[config.mk]
export PLATFORM = sky130hd
export DESIGN_NAME = fp32_to_bfp_grouper
export DESIGN_NICKNAME = d
export VERILOG_FILES = /design/src/rtl/fp32_to_bfp_grouper.sv
export SDC_FILE = /design/constraint.sdc
export NUM_CORES = 1
export LEC_CHECK = 0
export CAP_MARGIN = 20
export CORE_ASPECT_RATIO = 1.2
export CORE_MARGIN = 4
export CORE_UTILIZATION = 55
export DETAILED_ROUTE_END_ITERATION = 10
export DONT_BUFFER_PORTS = 1
export HOLD_SLACK_MARGIN = 0.06
export PLACE_DENSITY = 0.78
export SYNTH_ARGS = -nofsm -noshare
export SYNTH_HDL_FRONTEND = slang
export SYNTH_SLANG_ARGS = --single-unit
export TNS_END_PERCENT = 100
[constraint.sdc]
create_clock -name i_clk -period 4.1 [get_ports i_clk]
set_input_delay 0.41 -clock i_clk [delete_from_list [all_inputs] [get_ports i_clk]]
set_output_delay 0.41 -clock i_clk [all_outputs]
set_load 0.02 [all_outputs]
[src/rtl/fp32_to_bfp_grouper.sv]
// fp32_to_bfp_grouper: collects GRPSIZE FP32 elements and emits them as one
// block-floating-point group (shared max exponent, truncated aligned mantissas).
module fp32_to_bfp_grouper #(
   parameter int GRPSIZE    = 16,
   parameter int BFPEXPSIZE = 8,
   parameter int BFPMANSIZE = 4
) (
   input  logic                  i_clk,
   input  logic                  i_reset,
   input  logic                  i_valid,
   input  logic [31:0]           i_fp,
   output logic                  o_ready,
   output logic                  o_valid,
   input  logic                  i_ready,
   output logic [BFPEXPSIZE-1:0] o_E,
   output logic [BFPMANSIZE-1:0] o_M [0:GRPSIZE-1],
   output logic                  o_special
);
   localparam int CW = $clog2(GRPSIZE);
   localparam int MW = BFPMANSIZE - 1;
   localparam int FW = BFPMANSIZE - 2;
   localparam int SW = 9 + FW;
   typedef enum logic [1:0] {COLLECT, ALIGN, OUT} state_t;
   state_t state;
   logic [CW-1:0] cnt;
   logic [7:0] max_e;
   logic [SW-1:0] grp [0:GRPSIZE-1];
   logic [BFPMANSIZE-1:0] m_next [0:GRPSIZE-1];
   logic [GRPSIZE-1:0] spec;
   logic accept;
   logic [7:0] in_e;
   assign o_ready = state == COLLECT;
   assign accept = i_valid && o_ready;
   assign in_e = i_fp[30:23];
   // only sign, exponent and the fraction bits that survive truncation are kept
   for (genvar g = 0; g < GRPSIZE; g++) begin : g_align
      logic [7:0] e;
      logic [7:0] sh;
      logic [MW-1:0] mag;
      assign e = grp[g][SW-2 -: 8];
      assign sh = max_e - e;
      assign mag = &e ? '1 : (e == 8'd0 || sh >= 8'(MW)) ? '0 : {1'b1, grp[g][FW-1:0]} >> sh;
      assign m_next[g] = {grp[g][SW-1] && mag != '0, mag};
      assign spec[g] = &e;
   end
   always_ff @(posedge i_clk)
      if (accept) grp[cnt] <= {i_fp[31:23], i_fp[22 -: FW]};
   always_ff @(posedge i_clk) begin
      if (i_reset) begin
         state     <= COLLECT;
         cnt       <= '0;
         max_e     <= '0;
         o_valid   <= 1'b0;
         o_E       <= '0;
         o_special <= 1'b0;
         for (int i = 0; i < GRPSIZE; i++) o_M[i] <= '0;
      end else begin
         case (state)
            COLLECT: if (accept) begin
               cnt   <= cnt + 1'b1;
               max_e <= in_e > max_e ? in_e : max_e;
               if (cnt == CW'(GRPSIZE - 1)) state <= ALIGN;
            end
            ALIGN: begin
               o_E       <= BFPEXPSIZE'(max_e);
               o_M       <= m_next;
               o_special <= |spec;
               o_valid   <= 1'b1;
               max_e     <= '0;
               state     <= OUT;
            end
            OUT: if (i_ready) begin
               o_valid <= 1'b0;
               state   <= COLLECT;
            end
            default: state <= COLLECT;
         endcase
      end
   end
endmodule
==> flow_metrics.py <==
metrics = {
    "outcome": {
        "status": "completed",
    },
    "cells_and_area": {
        "final_util": 0.624,
        "finalNonFillerCells": 1920,
        "multiInputGateArea_sq_mm": 0.00754,
        "syn2layout_area_growth_pct": 11.2,
        "fillCellCount": 2146,
        "nNetsFinal": 1727,
        "seq_area_sq_mm": 0.00705,
        "drive_gt1_frac": 0.0668,
        "finalInstanceArea_sq_mm": 0.0170,
    },
    "clocking": {
        "root_buffer": "clkbuf_16",
        "clkTransAtPathRegs_ns": 0.06,
        "cts-resized-gates": 0,
        "clock_latency_ns": 0.54,
        "post-cts-setup-buffers": 0,
        "cts_buffers": 28,
        "htree_levels": 1,
        "tritoncts": "yes",
        "clock_path_buffers": 3,
        "clkSinkCount": 264,
    },
    "placement": {
        "port_buffers": 0,
        "dp.cells": 1845,
        "gp_congestion": 0.895,
        "place_ws_ns": 0.891,
        "dpl_cell_area_sq_mm": 0.0158,
        "place_hpwl_mm": 28.0,
    },
    "timing": {
        "maxSlewHeadroom": 0.170,
        "setup_ws_ns": 0.845,
        "fmax_mhz": 307,
        "whs_ns": 0.0809,
        "setup_violations": 0,
        "clock-skew-final_ns": 0.0121,
        "fin_setup_tns_ns": 0,
        "worst_pin_slew_ns": 1.24,
        "hold_viol": 0,
        "maxSlewViolCount": 0,
        "rsz0062_at_grt": "no",
        "min_period_over_period": 0.794,
        "fin_crit_ns": 3.25,
    },
    "yosys": {
        "async_reset_ff_frac": 0,
        "synth_edf_count": 176,
        "synthesis.nets": 1682,
        "synth_top_cell_area_share": 0.346,
        "synth_area_leaders": "edfxtp_1, dfxtp_1, ha_1",
        "avgSynthCellArea_sq_um": 10.2,
        "ys_types": 77,
        "ys.warnings.count": 0,
        "ys_ff_latch": 264,
        "syn_inst": 1506,
        "synth_top_flop_cell": "edfxtp_1",
        "yosys.area.top_type": "edfxtp_1",
        "syn_area_sq_mm": 0.0153,
        "seq_area_frac_synth": 0.461,
    },
    "global_routing": {
        "antenna_found_initial": 5,
        "grt_pass1_wl_mm": 64.9,
        "grt-ovfl-total": 0,
        "grt_usage": 0.274,
        "first_global_vias": 11900,
        "grt_max_degree": 32,
    },
    "setup_path": {
        "crit_path_end_kind": "flop",
        "worstPathMaxFanout": 13,
        "startpoint_type": "flop",
        "reg2reg_to": "o_M[30]",
        "r2r_start": "max_e[0]",
        "crit_required_ns": 4.57,
        "rrSetupSlack_ns": 0.85,
        "crit_start": "max_e[0]",
        "path_class": "reg -> reg",
        "arrival_ns": 3.72,
        "r2r_cells": 12,
    },
    "routing": {
        "first_iter_violations": 1031,
        "drt_pass1_iterations": 8,
        "drc": 0,
        "wl_mm": 42.6,
        "route.vias.total": 12200,
        "wl_per_cell_um": 22.2,
        "viasPerCell": 6.37,
        "ant_nets": 0,
    },
    "die": {
        "die_w_um": 160,
        "io_pins": 111,
        "die_height_um": 191,
        "dieArea_sq_mm": 0.0305,
        "core-area_sq_mm": 0.0273,
        "start_util": 0.561,
        "rows": 66,
    },
    "power_and_ir_drop": {
        "switching_share": 0.252,
        "power.total_mw": 6.37,
        "switching_power_mw": 1.60,
        "p_leak_nw": 6.72,
        "seqPwrFrac": 0.455,
        "peakVddDrop_mv": 0.318,
        "p_comb_frac": 0.142,
        "clkPwrFrac": 0.403,
        "power.internal_mw": 4.77,
        "p_per_area_mw_per_mm2": 375,
    },
    "worst_hold_path": {
        "hp-start": "i_reset",
        "hold_depth": 3,
        "hold_path_end": "o_M[25]",
        "hold_path.class": "in -> reg",
    },
    "run": {
        "maxCapViolCount": 0,
    },
}
==> cells by family after synthesis <==
logic type      count (synthesis)  share of synthesized area
simple gates                  421                      0.140
flops                         264                      0.461
xor+xnor                       73                     0.0431
buf+inv                       188                     0.0467
mux                            21                     0.0142
fa+ha+maj                     140                      0.122
compound gates                399                      0.173
==> placed cells by master, fill, tap and decap left out, drive strengths merged, types with 13 or more instances in the layout <==
cell type / synthesis / final
a21oi: 102 / 102
o21ai: 113 / 113
dlygate4sd3: 0 / 13
nand4: 36 / 36
mux2i: 15 / 15
inv: 162 / 162
nor3: 20 / 20
nor2b: 22 / 22
buf: 5 / 27
dfxtp: 88 / 88
nand2: 85 / 85
nor4: 44 / 44
clkbuf: 21 / 42
nand3: 16 / 16
nor2: 133 / 133
nand2b: 28 / 28
a211oi: 17 / 17
fa: 16 / 16
ha: 124 / 124
a31oi: 19 / 19
edfxtp: 176 / 176
a21o: 23 / 23
xor2: 31 / 31
xnor2: 42 / 42
==> worst max-delay path, cell delays in order, from the launching register on <==
cell,delay [ns]
dfxtp_1,0.34
inv_1,0.30
buf_12,0.24
ha_1,0.18
inv_1,0.05
fa_1,0.39
xor2_1,0.20
a21oi_1,0.18
o311ai_0,0.23
a2111oi_4,0.25
o211ai_2,0.18
or4_1,0.47
a31oi_1,0.17
==> Yosys cell counts, drive strengths merged, types with 4 or more instances <==
cell type,number
edfxtp,176
inv,162
nor2,133
ha,124
o21ai,113
a21oi,102
dfxtp,88
nand2,85
nor4,44
xnor2,42
nand4,36
xor2,31
nand2b,28
a21o,23
nor2b,22
clkbuf,21
nor3,20
a31oi,19
a211oi,17
fa,16
nand3,16
mux2i,15
o21a,12
a221oi,11
a2111oi,10
a32oi,9
or4,9
o211ai,8
o22ai,8
a211o,7
a22oi,7
o2111ai,7
a41oi,6
mux2,6
o21bai,6
buf,5
nand3b,5
a32o,4
and3,4
nor3b,4
o31ai,4
==> power by group through the flow <==
| stage | Clock (mW) | Combinational (mW) | Sequential (mW) |
|---|---|---|---|
| after detailed placement | 0 | 0.808 | 2.95 |
| after global routing | 2.70 | 0.990 | 2.90 |
| after CTS | 2.60 | 0.880 | 2.90 |
| final | 2.57 | 0.904 | 2.90 |
| after floorplan | 0 | 0.615 | 2.96 |
| after global placement | 0 | 0.777 | 2.95 |
==> state kept, by name, summed over array words and instances (netlist names) <==
register   flops
o_special      1
cnt            4
o_M           64
grp          176
o_valid        1
o_E            8
max_e          8
state          2
==> what timing repair did <==
item                                    4_1_cts  5_1_grt
endpoints found under the setup margin        0        0
hold buffers                                 13        0
hold endpoints to repair                    200        0
==> worst max-delay path by stage <==
stage	slack [ns]	cells after the start	end
floorplan	0.66	7	o_M[21]
global placement	0.95	12	o_M[22]
detailed placement	0.89	12	o_M[22]
CTS	0.86	12	o_M[22]
global route	0.67	12	o_M[22]
finish	0.85	12	o_M[30]
==> area by class of cell <==
type | count | area share
diodes | 7 | 0.00103
clock buffers | 41 | 0.0495
clock inverters | 11 | 0.00670
inverters | 162 | 0.0358
multi-input cells | 1054 | 0.444
flip-flops and latches | 264 | 0.415
well taps | 340 | 0.0250
repair buffers | 41 | 0.0234
==> per-layer routing <==
| metal | global-route usage | wire length, um | part of all wire | vias up |
|---|---|---|---|---|
| met4 | 0.124 | 2070 | 0.048 | 6 |
| met3 | 0.0618 | 4640 | 0.11 | 155 |
| met5 | 0 | 31 | 0.00073 | - |
| met1 | 0.338 | 16000 | 0.38 | 5763 |
| met2 | 0.460 | 19900 | 0.47 | 627 |
| li1 | - | - | - | 5679 |
Power figures use the tool's default switching activity.
